[config.mk]
export PLATFORM = sky130hd
export DESIGN_NAME = game_state_ctrl
export DESIGN_NICKNAME = d
export VERILOG_FILES = /design/src/rtl/game_state_ctrl.sv
export SDC_FILE = /design/constraint.sdc
export NUM_CORES = 1
export LEC_CHECK = 0
export CAP_MARGIN = 25
export CELL_PAD_IN_SITES_DETAIL_PLACEMENT = 1
export CELL_PAD_IN_SITES_GLOBAL_PLACEMENT = 2
export CORE_ASPECT_RATIO = 2
export CORE_UTILIZATION = 35
export DETAILED_ROUTE_END_ITERATION = 8
export GPL_TIMING_DRIVEN = 0
export HOLD_SLACK_MARGIN = 0.08
export PLACE_DENSITY = 0.89
export SETUP_SLACK_MARGIN = 0.4
export SLEW_MARGIN = 20
export SYNTH_ARGS = -nofsm -noshare
export SYNTH_HDL_FRONTEND = slang
export SYNTH_SLANG_ARGS = --single-unit
[constraint.sdc]
create_clock -name CLOCK_50 -period 3.35 [get_ports CLOCK_50]
set_clock_uncertainty 0.2 [all_clocks]
set_input_delay 0.8375 -clock CLOCK_50 [delete_from_list [all_inputs] [get_ports CLOCK_50]]
set_output_delay 0.8375 -clock CLOCK_50 [all_outputs]
set_load 0.03 [all_outputs]
[src/rtl/game_state_ctrl.sv]
// Crossing-game sequencer: IDLE/PLAY/WIN/LOSE with lives, seconds countdown, hit cooldown and respawn pulse.
// Optional GAME_STATE_GODMODE_EN: hits still respawn and load the cooldown but never cost a life.
module game_state_ctrl #(
   parameter logic [8:0]  GOAL_Y         = 9'd20,
   parameter int unsigned START_LIVES    = 3,
   parameter int unsigned TIME_LIMIT_S   = 60,
   parameter int unsigned FRAMES_PER_SEC = 60,
   parameter int unsigned HIT_COOLDOWN   = 30
) (
   input  logic       CLOCK_50,
   input  logic       reset,
   input  logic       start,
   input  logic       frame_start,
   input  logic [8:0] y,
   input  logic       hit,
   output logic [1:0] gameState,
   output logic [1:0] lives,
   output logic [6:0] time_left,
   output logic       respawn
);

   typedef enum logic [1:0] {
      IDLE = 2'b00,
      PLAY = 2'b01,
      WIN  = 2'b10,
      LOSE = 2'b11
   } state_t;

   localparam logic [5:0] FPS_LAST   = 6'(FRAMES_PER_SEC - 1);
   localparam logic [5:0] HIT_CD     = 6'(HIT_COOLDOWN);
   localparam logic [1:0] LIVES_INIT = 2'(START_LIVES);
   localparam logic [6:0] TIME_INIT  = 7'(TIME_LIMIT_S);

   state_t     state_q, state_d;
   logic [2:0] sync_q;
   logic       start_edge;
   logic [5:0] fc_q, fc_d;
   logic [5:0] cd_q, cd_d;
   logic [1:0] lives_d;
   logic [6:0] time_d;
   logic       respawn_d;
   logic       sec_tick, timeout, out_of_lives, hit_take;
   logic [5:0] cd_dec;

   // sync_q[1] is the synchronized level, sync_q[2] its previous value
   always_ff @(posedge CLOCK_50 or negedge reset) begin
      if (!reset) sync_q <= '0;
      else        sync_q <= {sync_q[1:0], start};
   end

   assign start_edge = sync_q[1] & ~sync_q[2];

   always_ff @(posedge CLOCK_50 or negedge reset) begin
      if (!reset) begin
         state_q   <= IDLE;
         lives     <= '0;
         time_left <= '0;
         respawn   <= 1'b0;
         fc_q      <= '0;
         cd_q      <= '0;
      end else begin
         state_q   <= state_d;
         lives     <= lives_d;
         time_left <= time_d;
         respawn   <= respawn_d;
         fc_q      <= fc_d;
         cd_q      <= cd_d;
      end
   end

   assign gameState = state_q;

   always_comb begin
      state_d      = state_q;
      lives_d      = lives;
      time_d       = time_left;
      respawn_d    = 1'b0;
      fc_d         = fc_q;
      cd_d         = cd_q;
      sec_tick     = 1'b0;
      timeout      = 1'b0;
      out_of_lives = 1'b0;
      hit_take     = 1'b0;
      cd_dec       = cd_q;

      case (state_q)
         IDLE: begin
            if (start_edge) begin
               state_d   = PLAY;
               lives_d   = LIVES_INIT;
               time_d    = TIME_INIT;
               fc_d      = '0;
               cd_d      = '0;
               respawn_d = 1'b1;
            end
         end
         PLAY: begin
            if (frame_start) begin
               sec_tick = (fc_q == FPS_LAST);
               fc_d     = sec_tick ? '0 : fc_q + 6'd1;
               if (sec_tick && time_left != '0) time_d = time_left - 7'd1;
               timeout  = sec_tick && (time_left == 7'd1);

               // hit is judged against the already-decremented cooldown
               cd_dec   = (cd_q != '0) ? cd_q - 6'd1 : '0;
               cd_d     = cd_dec;
               hit_take = hit && (cd_dec == '0);
               if (hit_take) begin
                  cd_d      = HIT_CD;
                  respawn_d = 1'b1;
`ifdef GAME_STATE_GODMODE_EN
                  out_of_lives = 1'b0;
`else
                  if (lives > 2'd1) begin
                     lives_d = lives - 2'd1;
                  end else begin
                     lives_d      = '0;
                     out_of_lives = 1'b1;
                  end
`endif
               end

               if (y <= GOAL_Y)                  state_d = WIN;
               else if (timeout || out_of_lives) state_d = LOSE;
            end
         end
         WIN, LOSE: begin
            if (start_edge) state_d = IDLE;
         end
         default: state_d = IDLE;
      endcase
   end

endmodule

-- After elaboration in Yosys (flattened, before gate mapping)
Index checks and enable logic that the tools add are counted.
- output and inout port bits: 12
- word-level logic and storage cells: 71
- input port bits: 14
- flip-flop bits (word level): 27
- add/sub/neg operators: 4
- equality and inequality tests: 11
- muxes and demuxes: 31
- reductions and logical operators: 14
- magnitude comparators: 2
- bitwise gates (word level): 2
- operator list (operator ; count):
    $mux W6 ; 6
    $pmux W6 S2 ; 2
    $mux W7 ; 3
    $mux W2 ; 9
    $pmux W7 S2 ; 1
    $reduce_and A4 Y1 ; 3
    $ne A2 B2 Y1 const B ; 5
    $le A9 B5 Y1 const B ; 1
    $eq A7 B1 Y1 const B ; 1
    $mux W1 ; 7
    $reduce_bool A7 Y1 ; 1
    $sub A7 B1 Y7 const B ; 1
    $add A6 B1 Y6 const B ; 1
    $eq A6 B6 Y1 const B ; 1
    $logic_not A6 Y1 ; 1
    $pmux W2 S3 ; 1
    $reduce_bool A6 Y1 ; 1
    $sub A6 B1 Y6 const B ; 1
    $eq A2 B2 Y1 const B ; 2
    $pmux W2 S2 ; 1
    $logic_and A1 B1 Y1 ; 3
    $ne A3 B3 Y1 const B ; 1
    $reduce_and A3 Y1 ; 1
    $eq A2 B1 Y1 const B ; 1
    other kinds (9) ; 9

-- Depth between registers and ports, before layout
- depth in word-level cells: 12
- gate-level depth with buffers: 7
- mapped depth without buffers: 7

-- Least setup slack after synthesis
No wires, ideal clock.
- path type: register to register
- start: reg state_q[0] (netlist: gameState[0])
- end: reg time_left[2]
- data arrival time: 1811 ps
- setup slack: 1208 ps
- setup time: 131 ps
- period minus slack after synthesis: 2142 ps
- cell stages (with the launch flop): 6
- path buffers: 1
- data required time: 3019 ps
- cells stage by stage: dfrtp_1 -> or3b_1 -> a21o_1 -> buf_6 -> o31a_1 -> or3_1
- word-level cells in the longest chain between the ends: 3
- elaborated cells on any way between the ends: 8
- those cells by class: eq/ne (4); mux (1); reduce/logical (3)
- RTL lines (item ; line ; text):
    start: declaration ; 34 ; state_t state_q, state_d;
    start signal: assignment ; 62 ; state_q <= state_d;
    $eq A2 B1 Y1 or $logic_not A2 Y1 (tied branches) ; 86 ; case (state_q)
    $ne A2 B2 Y1 (no line) or $reduce_bool A2 Y1 (tied branches) ; n/a ;
    $reduce_and A4 Y1 (no line) ; n/a ;
    end signal: assignment ; 64 ; time_left <= time_d;
    end: declaration ; 18 ; output logic [6:0] time_left,
Several ways; a longest one is shown, not always the timed one.
A chain may end at the register's enable or synchronous reset.

-- Worst setup path after layout
- start: in frame_start
- end: reg cd_q[2]
- word-level cells in the longest chain between the ends: 2
- RTL lines (item ; line ; text):
    start: declaration ; 13 ; input logic frame_start,
    $ne A2 B2 Y1 (no line) ; n/a ;
    $reduce_and A3 Y1 (no line) ; n/a ;
    end signal: assignment ; 60 ; cd_q <= '0;
    end signal: assignment ; 67 ; cd_q <= cd_d;
    end: declaration ; 38 ; logic [5:0] cd_q, cd_d;
Every way passes these cells.

==> implementation parameters <==
Parameter                              Value

Die
  Number of rows created at floorplan ... 34
  Total Die Area ... 4830 um^2
  Area of the core ... 4340 um^2
  Starting density of the core ... 0.366
  I/O pin count ... 26
  Horizontal extent of the die ... 49.6 um
  Vert. Die Dim ... 97.3 um

Synth
  Count of flip-flops with a built-in enable after synthesis ... 0
  Leading register cell type out of synthesis ... sky130_fd_sc_hd__dfrtp_1
  Share of Yosys cell area claimed by the top area cell type ... 0.425
  Share of flip-flops with an asynchronous set or reset after synthesis ... 1.00
  Register bit total from synthesis ... 27
  Synth Area per Inst ... 9.46 um^2
  Cells after synthesis ... 168
  Largest cells by area after synthesis ... sky130_fd_sc_hd__dfrtp_1 43%, sky130_fd_sc_hd__ha_1 4.7%, sky130_fd_sc_hd__nor2_1 3.8%
  Synth area leader ... sky130_fd_sc_hd__dfrtp_1
  Number of synthesis warnings ... 0
  Sequential fraction of the synthesis area ... 0.425
  Number of different library cells in the post-synthesis netlist ... 48
  Number of nets in the synthesized netlist ... 188
  Cell Area, Synth ... 1590 um^2

Setup path
  Biggest cell delay along the critical path ... 0.56 ns
  Worst reg2reg setup slack ... 0.82 ns
  Launching point of the worst reg2reg path ... cd_q[0]
  Largest driver fanout on the critical path ... 7
  Worst-path cell chain ... clkdlybuf4s50_1, nand2_1, a21oi_1, o21ai_0, a221o_1
  Data required, critical path ... 3.32 ns
  Startpoint type of the worst setup path ... input port
  Depth of the most critical reg-to-reg path ... 7
  Data arrival time of the critical path ... 2.57 ns
  Endpoint type of the worst setup path ... flip-flop
  Largest delay share family, worst path ... compound AO/OA/AOI/OAI gates
  Setup CP Type ... input port to flip-flop
  Count of buffering cells on the critical path with inverters included ... 1
  Critical register-to-register path endpoint ... gameState[0]
  Cell type of the slowest stage on the worst timing path ... sky130_fd_sc_hd__a21oi_1

Clock network
  Number of clock buffers inserted by TritonCTS ... 3
  Number of H-tree levels ... 1
  Maximum buffer depth of the clock tree ... 2
  Total of cells resized after clock tree synthesis ... 0
  Post-CTS repair timing setup buffer count ... 0
  Clock tree from TritonCTS ... done
  Clock slew at the register clock pins of the worst setup and hold paths ... 0.10 ns
  Clock tree sinks ... 27
  Root buffer cell ... sky130_fd_sc_hd__clkbuf_8
  Skew-Pair Late Insertion Delay ... 0.28 ns
  Quantity of hold-fixing buffers added after cts ... 0

Detailed routing
  Detailed Routing Iterations Pass 1 ... 4
  Total length of routed wires ... 4.44 mm
  Number of vias per cell after detailed routing ... 5.66
  DRT antenna net count ... 0
  Vias ... 1,421
  Number of design-rule violations left by the first detailed-router iteration ... 9
  Residual DRC ... 0
  Final routed wire length divided by cell count ... 17.7 um

Power
  Areal power density over the cells ... 879 nW/um^2
  Total power draw ... 1720 uW
  Share of total power consumed by net switching ... 0.465
  Proportion of power drawn by flip-flops and latches ... 0.342
  Internal power contribution ... 917 uW
  Static power due to leakage ... 0.000788 uW
  Clk network pwr share ... 0.113
  Switching Power ... 798 uW
  Peak supply drop ... 590 uV
  Relative contribution of combinational cells to total power ... 0.545

Global routing
  Number of global-route vias before repair ... 1,633
  Pin count of the biggest net entering global routing ... 28
  Antenna violations before repair ... 0
  Overall overflow remaining after global route ... 0
  Wire length of the first global-routing pass ... 7.71 mm
  Total global routing track utilization ... 0.203

Job
  Max-cap violations ... 0

Timing
  Final Slew Violations ... 0
  Sum of negative setup slack ... 0 ns
  Final setup violation count ... 0
  Highest clock frequency the design can meet ... 385 MHz
  Hold violation count in the final report ... 0
  RSZ-0062 raised after global routing ... false
  Share of the clock period used by the worst path ... 0.775
  Time the final worst path needs with I/O delays and setup ... 2.60 ns
  Actual slew at the worst max-slew pin ... 0.690 ns
  Max-slew headroom at the worst pin ... 0.540

Placed design
  Port bufs ... 25
  Last weighted congestion value of the routability-driven placer ... 0.814
  Placed wire-length estimate after detailed placement ... 3.46 mm

Hold path
  Hold Crit Depth ... 0
  Worst Min Path Start ... sync_q[0]
  Classification of the worst-slack hold path ... flip-flop to flip-flop
  Min-Delay Endpoint ... sync_q[1]

Final layout
  Share of layout cells above drive strength 1 ... 0.0914
  Layout overhead on the synthesized area ... 22.8%
  Leading cell type in the layout, fill and taps excluded ... sky130_fd_sc_hd__dfrtp_1
  Number of filler cells placed in the layout ... 549
  Highest-count cells in the layout ignoring fill and taps ... 27 x sky130_fd_sc_hd__dfrtp_1, 24 x sky130_fd_sc_hd__clkdlybuf4s50_1, 16 x sky130_fd_sc_hd__nor2_1
  Number of nets in the finished design ... 218
  Number of diodes ... 0

Outcome
  Outcome ... complete, no violations
==> worst max-delay path by stage <==
stage                     slack [ns]          from           end  cells after the start
after floorplan                 1.21  gameState[0]  time_left[2]                      5
after global placement          0.51   frame_start       cd_q[2]                      5
after detailed placement        0.46   frame_start       cd_q[2]                      5
after CTS                       0.76   frame_start       cd_q[2]                      5
after global routing            0.64       cd_q[0]  gameState[1]                      7
final                           0.75   frame_start       cd_q[2]                      5
==> kinds of logic after synthesis <==
kind of cell | Yosys count | share of synthesized area
adder cells (fa/ha/maj) | 6 | 0.0472
AND/OR/NAND/NOR | 71 | 0.255
XOR/XNOR | 4 | 0.0221
AO/OA/AOI/OAI | 39 | 0.163
flip-flops | 27 | 0.425
multiplexers | 6 | 0.0409
buffers and inverters | 15 | 0.0465
==> synthesized netlist by cell type (all sizes together), types with 3 or more instances <==
cell	n
a21oi	5
a31oi	6
buf	4
dfrtp	27
ha	6
inv	9
mux2	4
nand2	10
nand2b	4
nand3	5
nor2	16
nor3	6
nor4	5
o21ai	10
o31ai	5
or3	6
or4	3
==> worst register-to-register path: cells and delay by family (launching register included) <==
family	cells	cell delay, ns
fa+ha+maj	1	0.30
buf+inv	1	0.16
simple gates	1	0.21
mux	1	0.37
compound gates	3	0.71
flops	1	0.46
==> through the flow <==
stage	utilization	worst slack (ns)	instance area [um^2]	hold WS (ns)	instances
2_1_floorplan	-	1.21	1590	0.131	168
3_3_place_gp	0.439	0.512	1910	0.137	247
3_5_place_dp	0.438	0.457	1900	0.146	247
4_1_cts	0.450	0.758	1950	0.170	251
5_1_grt	0.450	0.638	1950	0.190	251
6_report	0.450	0.754	1950	0.166	251
==> registers in the layout, summed over array words and instances, names as in the netlist <==
signal,count
time_left,7
gameState,2
fc_q,6
respawn,1
lives,2
cd_q,6
sync_q,3
==> metal layers <==
layer | GRT usage | vias to the layer above | routed length [um] | share of wire
met1 | 0.212 | 711 | 1660 | 0.37
met5 | 0 | - | 0 | 0
met4 | 0.0681 | 0 | 95 | 0.021
met3 | 0.0188 | 10 | 66 | 0.015
li1 | - | 675 | - | -
met2 | 0.399 | 25 | 2620 | 0.59
==> power by group through the flow <==
stage               logic (uW)  registers, uW  clock network (uW)
global route              1030            612                 212
finish                     935            586                 193
CTS                        946            587                 202
floorplan                  543            657                   0
detailed placement         940            590                   0
global placement           898            580                   0
==> layout make-up <==
type,count,area [um^2],share of cell area
buffer,6,40.0,0.0205
clock buffer,3,41.3,0.0212
clock inverter,1,7.51,0.00385
inverter,9,33.8,0.0173
multi-input combinational,126,840,0.430
sequential,27,676,0.346
tap,54,67.6,0.0346
timing repair buffer,25,245,0.126
Note: power is estimated with default switching activity, not from simulation.
